===== src/rtl/jtkicker_sdram_arb_pkg.sv =====
// Shared types for the Kicker SDRAM read arbiter: FSM states, client slot ids
// and the 22-bit word-address helper.
package jtkicker_sdram_arb_pkg;

    localparam int SDRAM_AW = 22;
    localparam int SNAP_W   = 15;   // widest client address (main, byte addressed)

    typedef enum logic [2:0] {
        ST_IDLE,
        ST_REQ,
        ST_WAIT,
        ST_REQ2,
        ST_WAIT2
    } arb_state_e;

    typedef enum logic [1:0] {
        SLOT_MAIN = 2'd0,
        SLOT_OBJ  = 2'd1,
        SLOT_SCR  = 2'd2
    } slot_id_e;

    // Region offset plus relative word address, wrapping modulo 2^22.
    function automatic logic [SDRAM_AW-1:0] word_addr(
        input logic [SDRAM_AW-1:0] offset,
        input logic [SDRAM_AW-1:0] rel
    );
        return offset + rel;
    endfunction

endpackage


===== src/rtl/jtkicker_arb_slot.sv =====
// One-entry read cache for a single ROM client: tag/valid/data, hit compare,
// ok generation and masked fill so multi-word clients can fill in halves.
module jtkicker_arb_slot #(
    parameter int AW = 12,
    parameter int DW = 16
) (
    input  logic          clk,
    input  logic          rst_n,
    input  logic          clr_i,
    input  logic          cs_i,
    input  logic [AW-1:0] addr_i,
    input  logic          fill_i,
    input  logic [DW-1:0] fill_mask_i,
    input  logic [DW-1:0] fill_data_i,
    input  logic          commit_i,
    input  logic [AW-1:0] tag_i,
    output logic          ok_o,
    output logic          miss_o,
    output logic [DW-1:0] dout_o
);

    logic [AW-1:0] tag_q;
    logic          valid_q;
    logic [DW-1:0] data_q;
    logic          hit;

    assign hit    = valid_q && (addr_i == tag_q);
    assign ok_o   = cs_i && hit && !clr_i;
    assign miss_o = cs_i && !hit;
    assign dout_o = data_q;

    // NOTE: the data word is a handful of flops, not a RAM, so it is reset
    // along with tag/valid and dout reads zero out of reset.
    always_ff @(posedge clk or negedge rst_n) begin
        if (!rst_n) begin
            tag_q   <= '0;
            valid_q <= 1'b0;
            data_q  <= '0;
        end else if (clr_i) begin
            valid_q <= 1'b0;
        end else if (fill_i) begin
            data_q <= (data_q & ~fill_mask_i) | (fill_data_i & fill_mask_i);
            // A partial fill invalidates the entry so a stale tag never
            // returns a half-overwritten word.
            valid_q <= commit_i;
            if (commit_i) tag_q <= tag_i;
        end
    end

endmodule


===== src/rtl/jtkicker_sdram_arb.sv =====
// Fixed-priority (main > obj > scr) SDRAM read arbiter with a one-entry cache
// per client; objects need two consecutive SDRAM words per 32-bit read.
module jtkicker_sdram_arb
    import jtkicker_sdram_arb_pkg::*;
#(
    parameter logic [21:0] SCR_OFFSET  = 22'h0,
    parameter logic [21:0] OBJ_OFFSET  = 22'h0,
    parameter logic [21:0] MAIN_OFFSET = 22'h0
) (
    input  logic        clk,
    input  logic        rst_n,
    input  logic        downloading,
    input  logic        main_cs,
    input  logic [14:0] main_addr,
    output logic        main_ok,
    output logic [7:0]  main_dout,
    input  logic        scr_cs,
    input  logic [11:0] scr_addr,
    output logic        scr_ok,
    output logic [15:0] scr_dout,
    input  logic        obj_cs,
    input  logic [11:0] obj_addr,
    output logic        obj_ok,
    output logic [31:0] obj_dout,
    output logic        sdram_req,
    output logic [21:0] sdram_addr,
    input  logic        sdram_ack,
    input  logic        data_rdy,
    input  logic [15:0] data_read
);

    arb_state_e          state_q;
    slot_id_e            win_q;
    logic [SNAP_W-1:0]   snap_q;
    logic                req_q;
    logic [SDRAM_AW-1:0] addr_q;

    logic                main_miss, obj_miss, scr_miss;
    slot_id_e            sel_id;
    logic [SNAP_W-1:0]   sel_snap;
    logic [SDRAM_AW-1:0] sel_addr;
    logic                rdy_wait, rdy_wait2;
    logic                fill_main, fill_scr, fill_obj_lo, fill_obj_hi;

    assign sdram_req  = req_q;
    assign sdram_addr = addr_q;

    // NOTE: every always_comb output gets a default first so no path leaves
    // it unassigned and no latch is inferred.
    always_comb begin
        sel_id   = SLOT_MAIN;
        sel_snap = main_addr;
        sel_addr = word_addr(MAIN_OFFSET, {8'd0, main_addr[14:1]});
        if (!main_miss && obj_miss) begin
            sel_id   = SLOT_OBJ;
            sel_snap = {3'd0, obj_addr};
            sel_addr = word_addr(OBJ_OFFSET, {9'd0, obj_addr, 1'b0});
        end else if (!main_miss && scr_miss) begin
            sel_id   = SLOT_SCR;
            sel_snap = {3'd0, scr_addr};
            sel_addr = word_addr(SCR_OFFSET, {10'd0, scr_addr});
        end
    end

    assign rdy_wait    = (state_q == ST_WAIT)  && data_rdy && !downloading;
    assign rdy_wait2   = (state_q == ST_WAIT2) && data_rdy && !downloading;
    assign fill_main   = rdy_wait && (win_q == SLOT_MAIN);
    assign fill_scr    = rdy_wait && (win_q == SLOT_SCR);
    assign fill_obj_lo = rdy_wait && (win_q == SLOT_OBJ);
    assign fill_obj_hi = rdy_wait2;

    // NOTE: sequential state uses non-blocking assignments only, so every
    // register samples the pre-edge values regardless of statement order.
    always_ff @(posedge clk or negedge rst_n) begin
        if (!rst_n) begin
            state_q <= ST_IDLE;
            win_q   <= SLOT_MAIN;
            snap_q  <= '0;
            req_q   <= 1'b0;
            addr_q  <= '0;
        end else if (downloading) begin
            state_q <= ST_IDLE;
            req_q   <= 1'b0;
        end else begin
            case (state_q)
                ST_IDLE: if (main_miss || obj_miss || scr_miss) begin
                    win_q   <= sel_id;
                    snap_q  <= sel_snap;
                    addr_q  <= sel_addr;
                    req_q   <= 1'b1;
                    state_q <= ST_REQ;
                end
                ST_REQ: if (sdram_ack) begin
                    req_q   <= 1'b0;
                    state_q <= ST_WAIT;
                end
                ST_WAIT: if (data_rdy) begin
                    if (win_q == SLOT_OBJ) begin
                        addr_q  <= addr_q + 22'd1;
                        req_q   <= 1'b1;
                        state_q <= ST_REQ2;
                    end else begin
                        state_q <= ST_IDLE;
                    end
                end
                ST_REQ2: if (sdram_ack) begin
                    req_q   <= 1'b0;
                    state_q <= ST_WAIT2;
                end
                ST_WAIT2: if (data_rdy) state_q <= ST_IDLE;
                default: begin
                    req_q   <= 1'b0;
                    state_q <= ST_IDLE;
                end
            endcase
        end
    end

    jtkicker_arb_slot #(.AW(15), .DW(8)) u_main (
        .clk         (clk),
        .rst_n       (rst_n),
        .clr_i       (downloading),
        .cs_i        (main_cs),
        .addr_i      (main_addr),
        .fill_i      (fill_main),
        .fill_mask_i (8'hFF),
        .fill_data_i (snap_q[0] ? data_read[15:8] : data_read[7:0]),
        .commit_i    (1'b1),
        .tag_i       (snap_q),
        .ok_o        (main_ok),
        .miss_o      (main_miss),
        .dout_o      (main_dout)
    );

    jtkicker_arb_slot #(.AW(12), .DW(32)) u_obj (
        .clk         (clk),
        .rst_n       (rst_n),
        .clr_i       (downloading),
        .cs_i        (obj_cs),
        .addr_i      (obj_addr),
        .fill_i      (fill_obj_lo || fill_obj_hi),
        .fill_mask_i (fill_obj_hi ? 32'hFFFF_0000 : 32'h0000_FFFF),
        .fill_data_i ({data_read, data_read}),
        .commit_i    (fill_obj_hi),
        .tag_i       (snap_q[11:0]),
        .ok_o        (obj_ok),
        .miss_o      (obj_miss),
        .dout_o      (obj_dout)
    );

    jtkicker_arb_slot #(.AW(12), .DW(16)) u_scr (
        .clk         (clk),
        .rst_n       (rst_n),
        .clr_i       (downloading),
        .cs_i        (scr_cs),
        .addr_i      (scr_addr),
        .fill_i      (fill_scr),
        .fill_mask_i (16'hFFFF),
        .fill_data_i (data_read),
        .commit_i    (1'b1),
        .tag_i       (snap_q[11:0]),
        .ok_o        (scr_ok),
        .miss_o      (scr_miss),
        .dout_o      (scr_dout)
    );

endmodule

===== config.mk =====
export PLATFORM = sky130hd
export DESIGN_NAME = jtkicker_sdram_arb
export DESIGN_NICKNAME = d
export VERILOG_FILES = /design/src/rtl/jtkicker_sdram_arb_pkg.sv /design/src/rtl/jtkicker_arb_slot.sv /design/src/rtl/jtkicker_sdram_arb.sv
export SDC_FILE = /design/constraint.sdc
export NUM_CORES = 1
export LEC_CHECK = 0
export BUFFER_PORTS_ARGS = -buffer_cell sky130_fd_sc_hd__buf_2
export CAP_MARGIN = 40
export CORE_ASPECT_RATIO = 1.1
export CORE_MARGIN = 3
export CORE_UTILIZATION = 55
export CTS_BUF_LIST = sky130_fd_sc_hd__clkbuf_8 sky130_fd_sc_hd__clkbuf_16
export CTS_CLUSTER_DIAMETER = 50
export DETAILED_ROUTE_END_ITERATION = 6
export GPL_TIMING_DRIVEN = 0
export HOLD_SLACK_MARGIN = 0.06
export PLACE_DENSITY = 0.86
export SETUP_SLACK_MARGIN = 0.05
export SYNTH_ARGS = -nofsm -noshare
export SYNTH_HDL_FRONTEND = slang
export SYNTH_SLANG_ARGS = --single-unit

===== constraint.sdc =====
create_clock -name clk -period 6.2 [get_ports clk]
set_input_delay 0.93 -clock clk [delete_from_list [all_inputs] [get_ports clk]]
set_output_delay 0.93 -clock clk [all_outputs]
set_load 0.01 [all_outputs]

After elaboration in Yosys (flattened, before gate mapping)
Cells that the tools add are included.
Widths: inputs -> output; s select.
- RAM bits: 0
- bits in latches: 0
- memories kept: 0
- word-level logic and storage cells: 116
- bits in read-only memories: 0
- input bits: 63
- register bits: 141
- output and inout port bits: 82
- div/mod/pow operators: 0
- bitwise logic cells: 5
- reduce and logical (&&, ||, !) cells: 44
- eq/ne operators: 20
- multipliers: 0
- shift operators: 0
- multiplexer cells: 32
- $lt $le $gt $ge: 0
- add/subtract/negate cells: 1
- operators with widths (kind ; count):
    $mux 22 ; 3
    $and 32x32->32 ; 2
    $pmux 22 s2 ; 1
    $mux 32 ; 1
    $not 32->32 ; 1
    $or 32x32->32 ; 1
    $mux 15 ; 2
    $mux 14 ; 2
    $eq 12x12->1 ; 2
    $add 22x1->22 const B ; 1
    $logic_and 1x1->1 ; 21
    $mux 3 ; 6
    $eq 15x15->1 ; 1
    $ne 3x3->1 const B ; 5
    $pmux 3 s5 ; 1
    $reduce_and 5->1 ; 3
    $mux 1 ; 11
    $mux 8 ; 1
    $reduce_bool 2->1 ; 4
    $eq 3x2->1 const B ; 2
    $mux 2 ; 3
    $ne 2x2->1 const B ; 3
    $reduce_and 2->1 ; 3
    $reduce_and 3->1 ; 2
    other kinds (14) ; 20

Depth between registers and ports, before layout
Gate-level depths: netlist of the first run.
- depth after elaboration: 10
- mapped depth: 10
- gate-level depth less buffers: 8

Hierarchy
From an unflattened synthesis of the first run, not the netlist that was laid out.
- cells, all modules: 674
- area total of the unflattened synthesis: 7387.1 sq um
- by module, submodules not included (module ; area each (sq um) ; cells each ; times used):
    jtkicker_sdram_arb ; 2837.7 ; 343 ; 1
    jtkicker_arb_slot at u_obj ; 2016.9 ; 149 ; 1
    jtkicker_arb_slot at u_scr ; 1366.3 ; 99 ; 1
    jtkicker_arb_slot at u_main ; 1166.1 ; 83 ; 1

Worst setup path after synthesis of the first run
No wires, ideal clock.
- kind: input -> register
- from: input main_addr[8]
- to: register addr_q[10], in the netlist sdram_addr[10]
- path slack: 3241 ps
- required time: 6079 ps
- setup time: 121 ps
- stages: 9
- arrival: 2838 ps
- buffers on the path: 2
- path through: xnor2_1 nand4_1 or4_1 a222oi_1 a21o_1 buf_6 buf_8 a21oi_1 a22o_1
- word-level cells in the longest chain between the ends: 10
- elaborated cells between the ends (all ways): 15
- classes of those cells: eq/ne (2); mux (4); reduce/logical (9)
- RTL lines (element ; line ; RTL):
    start: declaration ; jtkicker_sdram_arb.sv:14 ; input logic [14:0] main_addr,
    $eq 15x15->1 * ; jtkicker_arb_slot.sv:27 ; assign hit = valid_q && (addr_i == tag_q);
    $logic_and 1x1->1 * ; jtkicker_arb_slot.sv:27 ;
    $logic_not 1->1 * ; jtkicker_arb_slot.sv:29 ; assign miss_o = cs_i && !hit;
    $logic_and 1x1->1 * ; jtkicker_arb_slot.sv:29 ;
    $logic_not 1->1 ; jtkicker_sdram_arb.sv:54, jtkicker_sdram_arb.sv:58 ;
    $logic_and 1x1->1 ; jtkicker_sdram_arb.sv:58 ; end else if (!main_miss && scr_miss) begin
    $mux 14 ; jtkicker_sdram_arb.sv:58 ;
    $mux 14 ; jtkicker_sdram_arb.sv:54 ; if (!main_miss && obj_miss) begin
    $mux 22 ; jtkicker_sdram_arb.sv:86 ; ST_IDLE: if (main_miss || obj_miss || scr_miss) begin
    $pmux 22 s2 ; jtkicker_sdram_arb.sv:85 ; case (state_q)
    end signal: assignment ; jtkicker_sdram_arb.sv:89 ; addr_q <= sel_addr;
    end signal: assignment ; jtkicker_sdram_arb.sv:99 ; addr_q <= addr_q + 22'd1;
    end: declaration ; jtkicker_sdram_arb.sv:36 ; logic [SDRAM_AW-1:0] addr_q;
Every way passes the cells marked *; elsewhere a longest branch is shown, timed or not. The select of a mux whose other input is x is not followed.
A chain may end at the register's enable or synchronous reset.

Worst setup path after layout of the first run
- from: input main_addr[7]
- to: output main_ok
- word-level cells in the longest chain between the ends: 4
- RTL lines (element ; line ; RTL):
    $eq 15x15->1 ; jtkicker_arb_slot.sv:27 ;
    $logic_and 1x1->1 ; jtkicker_arb_slot.sv:27 ;
    $logic_and 1x1->1 (2 in series) ; jtkicker_arb_slot.sv:28 ; assign ok_o = cs_i && hit && !clr_i;
    end: declaration ; jtkicker_sdram_arb.sv:15 ; output logic main_ok,
Every way passes these cells.

==> metrics, run 1 <==
Avg Cell Area, Syn 10.8 µm²; Cell variety after synth 53; Site Rows 41; crit-path cells buf_2 -> xnor2_1 -> nand4_1 -> or4_1 -> nor3_1 -> buf_2; area of the mapped netlist 6700 µm²; violated checks design-rule violations; crit share post-route 55.9%; Worst Setup SP main_addr[7]; Most Frequent Cell on Critical Path buf_2; setup ws final 2730 ps; setup slack at placement 2530 ps; core area 11,700 µm²; synth-to-layout area growth 23.1%; ANT cells 0; Port Buffers 144; clock slew at reported path FFs 60 ps; Initial DRC Count 649; CTS Buffer Depth 2; initial antenna violation count 0; Syn Nets 685; post-DP HPWL 14,400 µm; CTS Buf Count 17; Crit Path Max Fanout 2; Final Net Count 849; P_leak 4.23 nW; vias in the first global route 5,957; Initial Util 57.3%; Fin. Hold Viols 0; hold_ws 441 ps; Max Cap Viol 0; Yosys reg bits 141; Post-DRT Antenna Nets 0; first-pass GRT wire length 31,700 µm; gr usage total 30.1%; reg2reg start u_obj.tag_q[5]; Arr. time, crit path 2540 ps; asr flop ratio synth 100%; final setup TNS 0 ps; CTS root buf clkbuf_16; min Tclk post-route 3470 ps; Final Skew 9.73 ps; worst slew pin tran 891 ps; post-synthesis sequential area ratio 52.7%; IO Count 145; largest net degree at the start of global routing 97; CP bufs+invs 2; critical path class in2out; status finished, violations left; GRT overflow 0; dominant synthesized flop cell dfrtp_1; worst-skew pair later-pin latency 420 ps; fraction of final layout cells with drive strength greater than 1 33.5%; via count 5,843; post-CTS sizing 0; Die ar. 13,500 µm²; DRC 6; peak supply drop 0.000215 V; routed vias/inst 6.16; unrepaired setup endpoints after global routing no; Post-synth EDFFs 0; Crit-path slowest cell or4_1; kind of cell adding the most delay to the critical path simple AND/OR/NAND/NOR gates; Req. time, crit path 5270 ps; htree depth 4; cts hold-fix bufs 0; clk sinks 141; slowest stage delay, CP 590 ps; power per cell area 351 nW/µm²; Hold WC Path Type in2async; CTS tree built; Die X-Extent 111 µm; setup bufs post-CTS 0; Worst slew margin 40.6%; Final Max Tran Viols 0; Syn Inst Count 621; DR pass1 iterations 7; fmax 288 MHz; Die Ht 122 µm; Critical Path End Type output port; Startpoint Class input port; Routed WL 20,100 µm; WL/cell 21.2 µm; yosys warns 0; final setup fails 0; Routability Congestion 0.948
placed cells by master (no fill, tap or decap), types with 4 or more instances in the layout:
cell type / Yosys / routed
xnor2_1: 27 / 27
or4_1: 6 / 6
clkbuf_1: 24 / 24
a311oi_1: 5 / 5
nor3_1: 10 / 10
nand3_1: 12 / 12
o22ai_1: 4 / 4
nand2_1: 87 / 87
and3_1: 13 / 13
nand4_1: 15 / 15
nand2b_1: 4 / 4
xor2_1: 13 / 13
a21oi_1: 31 / 31
clkbuf_16: 0 / 17
nor4_1: 4 / 4
or3_1: 5 / 5
inv_1: 9 / 10
o31ai_1: 4 / 4
a22o_1: 7 / 7
a31oi_1: 4 / 4
a21o_1: 7 / 7
dfrtp_1: 141 / 141
mux2i_1: 10 / 10
mux2_2: 73 / 73
buf_2: 6 / 149
nor2_1: 33 / 33
o21ai_0: 27 / 27
buf_6: 3 / 4
final cells by class:
class	count	area, µm²
multi-input combinational	436	2960
fill	839	3450
inverter	9	33.8
timing repair buffer	145	754
buffer	35	176
clock inverter	14	166
sequential	141	3530
tap	150	188
clock buffer	18	439
stage by stage:
step	instances	total power [mW]	utilization [%]	cell area (µm²)
4_1_cts	948	2.89	70.5	8250
3_3_place_gp	915	1.81	65.0	7610
6_report	948	2.90	70.5	8250
3_5_place_dp	916	1.85	65.3	7640
5_1_grt	948	3.02	70.5	8250
2_1_floorplan	621	1.57	-	6700
path summary, 6_finish.rpt:
check	endpoint	slack, ps	cells past startpoint
max	main_ok	2730	6
min	sdram_addr[19]	440	1
max reg2reg	snap_q[5]	3140	8
min reg2reg	flip-flop	470	2
max in group asynchronous	asynchronous set/reset pin	4940	2
min in group clk	flip-flop	470	2
where the power goes:
part	internal [mW]	leakage [nW]	switching, mW
Sequential	1.09	1.87	0.150
Clock	0.643	0.294	0.403
Combinational	0.279	2.06	0.327
kinds of logic after synthesis:
| family | share of synthesized area [%] |
|---|---|
| and+or+nand+nor | 14.0 |
| buffers and inverters | 3.14 |
| muxes | 13.8 |
| xor gates and xnor gates | 5.23 |
| adders and majority gates | 0.187 |
| AOI/OAI and AO/OA | 11.0 |
| DFF | 52.7 |
synth_stat cells, types with 5 or more instances:
cell / instances / area share [%]
dfrtp_1: 141 / 53
o21ai_0: 27 / 2.0
and3_1: 13 / 1.2
buf_2: 6 / 0.45
clkbuf_1: 24 / 1.3
a22o_1: 7 / 0.92
mux2_2: 73 / 12
nor2_1: 33 / 1.8
xor2_1: 13 / 1.7
inv_1: 9 / 0.50
nand4_1: 15 / 1.4
or3_1: 5 / 0.47
xnor2_1: 27 / 3.5
nand3_1: 12 / 0.90
nand2_1: 87 / 4.9
nor3_1: 10 / 0.75
a21oi_1: 31 / 2.3
mux2i_1: 10 / 1.5
a21o_1: 7 / 0.78
a311oi_1: 5 / 0.65
or4_1: 6 / 0.67
layer usage:
layer | GRT usage, % | part of all wire, % | vias up
li1 | - | - | 2544
met5 | 0 | 0 | -
met1 | 38.8 | 39 | 2882
met4 | 14.7 | 4.0 | 0
met2 | 47.7 | 48 | 340
met3 | 7.70 | 8.7 | 77
Note: power is estimated with default switching activity, not from simulation.
==> run 2, diff against run 1 <==
- CORE_UTILIZATION: 55 -> 49
- PLACE_DENSITY: 0.86 -> 0.81
- clock period: 6.2 -> 3.1 ns (I/O delays scaled with it)
==> metrics, run 2 (synthesis results as in run 1) <==
crit-path cells xor2_1 -> nor4_1 -> nand4_1 -> o211ai_1 -> clkbuf_1 -> nand2_1 -> a311oi_1 -> a221o_1; CTS Buf Count 17; Final Skew 7.78 ps; Crit Path Max Fanout 10; Startpoint Class flip-flop; IO Count 145; crit share post-route 93.4%; CTS tree built; CTS root buf clkbuf_16; Site Rows 44; largest net degree at the start of global routing 89; status finished, final reports clean; slowest stage delay, CP 460 ps; post-DP HPWL 14,000 µm; placed cell area 7680 µm²; Req. time, crit path 3460 ps; first-pass GRT wire length 30,900 µm; Max Cap Viol 0; Overall Power 5.65 mW; Fin. Hold Viols 0; commonest non-fill, non-tap cells in the layout 149 x buf_2, 141 x dfrtp_1, 87 x nand2_1; Arr. time, crit path 3260 ps; worst-skew pair later-pin latency 430 ps; Final Max Tran Viols 0; core area 13,300 µm²; Routability Congestion 0.945; P_leak 4.22 nW; Hold WC Path Type in2reg; final setup fails 0; WL/cell 20.1 µm; Die ar. 15,100 µm²; Critical Path End Type flip-flop; min Tclk post-route 2900 ps; R2R Setup Slk 200 ps; reg2reg start u_scr.tag_q[9]; clock slew at reported path FFs 60 ps; Initial Util 50.5%; Final Net Count 852; vias in the first global route 5,784; fmax 345 MHz; DR pass1 iterations 5; GRT overflow 0; Port Buffers 144; synth-to-layout area growth 23.7%; power per cell area 682 nW/µm²; initial antenna violation count 0; htree depth 4; Die X-Extent 117 µm; fraction of final layout cells with drive strength greater than 1 34.1%; Worst Setup SP u_scr.tag_q[9]; Die Ht 129 µm; min-delay src data_read[7]; DRC 0; ANT cells 0; peak supply drop 0.000501 V; CTS Buffer Depth 2; critical path class reg2reg; routed vias/inst 5.88; final instance area 8290 µm²; gr usage total 26.5%; Crit-path slowest cell clkbuf_1; unrepaired setup endpoints after global routing no; Initial DRC Count 543; Post-DRT Antenna Nets 0; most common cell after layout, fill and taps aside buf_2; clk sinks 141; via count 5,787; Worst slew margin 38.2%; worst slew pin tran 927 ps; Routed WL 19,800 µm
run 2: what timing repair did:
| action | in CTS | in global routing |
|---|---|---|
| hold buffers | 1 | 0 |
| gates resized for setup | 0 | 8 |
| setup endpoints to repair | 0 | 64 |
| hold endpoints to repair | 53 | 0 |
| buffers inserted | 0 | 2 |
run 2: worst max-delay path, delay by kind of cell, from the launching register on:
family	cells	cell delay, ps
buf+inv	1	460
flops	1	410
compound gates	3	900
simple gates	3	880
xor+xnor	1	170
run 2: area by class of cell:
type / instances / area [µm²]
tap: 184 / 230
timing repair buffer: 148 / 779
clock buffer: 17 / 425
inverter: 9 / 33.8
buffer: 35 / 180
sequential: 141 / 3530
fill: 1084 / 4980
clock inverter: 14 / 138
multi-input combinational: 436 / 2970
run 2: where the power goes:
group | internal, mW | switching (mW)
clock | 1.11 | 0.844
sequential | 2.19 | 0.293
combinational | 0.560 | 0.657
total | 3.86 | 1.79
run 2: per-stage QoR:
stage	hold WS [ps]	setup WS (ps)	TNS, ps	utilization (%)	std cells
after global routing	297	67.4	0	62.5	984
after global placement	454	-442	-60270	57.6	949
after floorplan	169	606	0	-	621
final	286	203	0	62.5	984
after CTS	273	95.2	0	62.2	982
after detailed placement	458	-46.3	-520	57.9	950
run 2: layer usage:
| layer | vias to the layer above | global-route usage [%] | part of all wire, % |
|---|---|---|---|
| li1 | 2551 | - | - |
| met3 | 70 | 6.59 | 8.3 |
| met5 | - | 0 | 0 |
| met1 | 2869 | 33.9 | 40 |
| met4 | 0 | 13.4 | 4.0 |
| met2 | 297 | 42.5 | 48 |
run 2: worst paths after layout:
kind,end,cells past startpoint
max in group asynchronous,asynchronous set/reset pin,3
min in group asynchronous,sdram_addr[21],2
worst max register to register,sdram_addr[11],8
worst min-delay path,flip-flop,3
worst max-delay path,sdram_addr[11],8
worst min register to register,flip-flop,2
==> run 3, diff against run 2 <==
- BUFFER_PORTS_ARGS: -buffer_cell sky130_fd_sc_hd__buf_2 -> -buffer_cell sky130_fd_sc_hd__buf_4
- MAX_ROUTING_LAYER: not set -> met4
==> metrics, run 3 (synthesis results as in run 1) <==
clock slew at reported path FFs 60 ps; Worst path depth 8; peak supply drop 0.000447 V; Port Buffers 144; Initial Util 50.5%; DRC 0; final setup fails 0; Die Ht 129 µm; CP bufs+invs 2; power per cell area 689 nW/µm²; worst slew pin tran 862 ps; post-layout util 65.7%; unrepaired setup endpoints after global routing yes; Crit-path slowest cell or4_1; Req. time, crit path 3420 ps; Hold WC Path Type in2reg; placed cell area 8040 µm²; most common cell after layout, fill and taps aside buf_4; Final Net Count 852; Routability Congestion 0.953; Arr. time, crit path 3390 ps; synth-to-layout area growth 30.1%; CTS root buf clkbuf_16; R2R Setup Slk 30 ps; P_leak 4.32 nW; Max Cap Viol 0; Final Skew 7.21 ps; initial antenna violation count 0; Startpoint Class flip-flop; fraction of final layout cells with drive strength greater than 1 34.1%; CTS Buf Count 17; routed vias/inst 5.95; min Tclk post-route 3070 ps; Fin. Hold Viols 0; Final Max Tran Viols 0; Initial DRC Count 588; worst-skew pair later-pin latency 430 ps; DR pass1 iterations 7; htree depth 4; ANT cells 0; Most Frequent Cell on Critical Path o21ai_0; status finished, final reports clean; Routed WL 21,100 µm; gr usage total 28.8%; reg2reg start u_obj.tag_q[3]; IO Count 145; GRT overflow 0; via count 5,860; Worst Setup SP u_obj.tag_q[3]; setup slack at placement -84.1 ps; largest net degree at the start of global routing 90; vias in the first global route 5,907; Site Rows 44; final setup TNS 0 ps; end of the critical path snap_q[7]; Die ar. 15,100 µm²; WL/cell 21.4 µm; crit-path cells xnor2_1 -> nand3_1 -> or4_1 -> o211ai_1 -> buf_2 -> clkbuf_1 -> o21ai_0 -> o21ai_0; final instance area 8710 µm²; Die X-Extent 117 µm; first-pass GRT wire length 32,500 µm; Worst slew margin 42.5%; fmax 325 MHz; kind of cell adding the most delay to the critical path compound AO/OA/AOI/OAI gates; core area 13,300 µm²; critical path class reg2reg; Crit Path Max Fanout 10; CTS tree built; slowest stage delay, CP 630 ps; clk sinks 141; FF-to-FF path depth 8; worst reg2reg endpoint snap_q[7]; post-DP HPWL 15,000 µm; commonest non-fill, non-tap cells in the layout 146 x buf_4, 141 x dfrtp_1, 87 x nand2_1; CTS Buffer Depth 2; Critical Path End Type flip-flop; Post-DRT Antenna Nets 0; crit share post-route 99.1%; setup ws final 27.6 ps
==> run 3: changes by cell type in the layout (fill, tap and decap cells not counted), moves of 2 or more <==
cell | previous run | this run
buf_2 | 149 | 6
buf_4 | 3 | 146
clkbuf_8 | 0 | 3
bufinv_16 | 1 | 3
clkinvlp_4 | 5 | 3
inv_6 | 4 | 2
==> run 3: worst reg2reg max path: stages (launching register included) <==
cell and delay [ps]:
dfrtp_1 400, xnor2_1 300, nand3_1 130, or4_1 630, o211ai_1 160, buf_2 260
clkbuf_1 450, o21ai_0 310, o21ai_0 330
==> run 3: how the worst min path moves through the flow <==
| stage | from | end | slack [ps] | cells after the start |
|---|---|---|---|---|
| 2_1_floorplan | rst_n | asynchronous set/reset pin | 170 | 0 |
| 3_3_place_gp | u_main.valid_q | u_main.valid_q | 460 | 1 |
| 3_5_place_dp | rst_n | sdram_addr[19] | 450 | 1 |
| 4_1_cts | data_read[7] | flip-flop | 250 | 3 |
| 5_1_grt | data_read[9] | flip-flop | 270 | 3 |
| 6_report | data_read[7] | flip-flop | 260 | 3 |
==> run 3: layout make-up <==
type	instances	area (µm²)
fillers	1024	4560
well taps	184	230
repair buffers	148	1140
multi-input cells	436	2980
clock inverters	12	160
clock buffers	20	467
inverters	9	33.8
flip-flops and latches	141	3530
plain buffers	35	179
==> run 3: per-layer routing <==
layer / wire length (µm) / vias to the layer above / GRT usage (%)
li1: - / 2555 / -
met1: 8420 / 2927 / 35.0
met2: 10200 / 307 / 46.1
met3: 1590 / 71 / 7.34
met4: 851 / 0 / 12.7
met5: 0 / - / -
==> run 3: report_power, final <==
part	leakage (nW)	switching (mW)	internal [mW]
logic	2.15	0.671	0.684
registers	1.87	0.315	2.19
clock network	0.301	0.809	1.33
==> run 3: what timing repair did <==
item | CTS | global route
resized for setup | 1 | 6
setup buffers | 2 | 0
endpoints found under the setup margin | 11 | 26
pin swaps | 1 | 0
hold buffers | 1 | 0
hold endpoints to repair | 52 | 0
==> run 3: per-stage QoR <==
stage | instances | total power [mW] | hold slack (ps)
floorplan | 621 | 3.14 | 169
global placement | 949 | 3.77 | 461
detailed placement | 950 | 3.84 | 450
CTS | 985 | 5.99 | 250
global route | 985 | 6.23 | 265
finish | 985 | 6.00 | 256
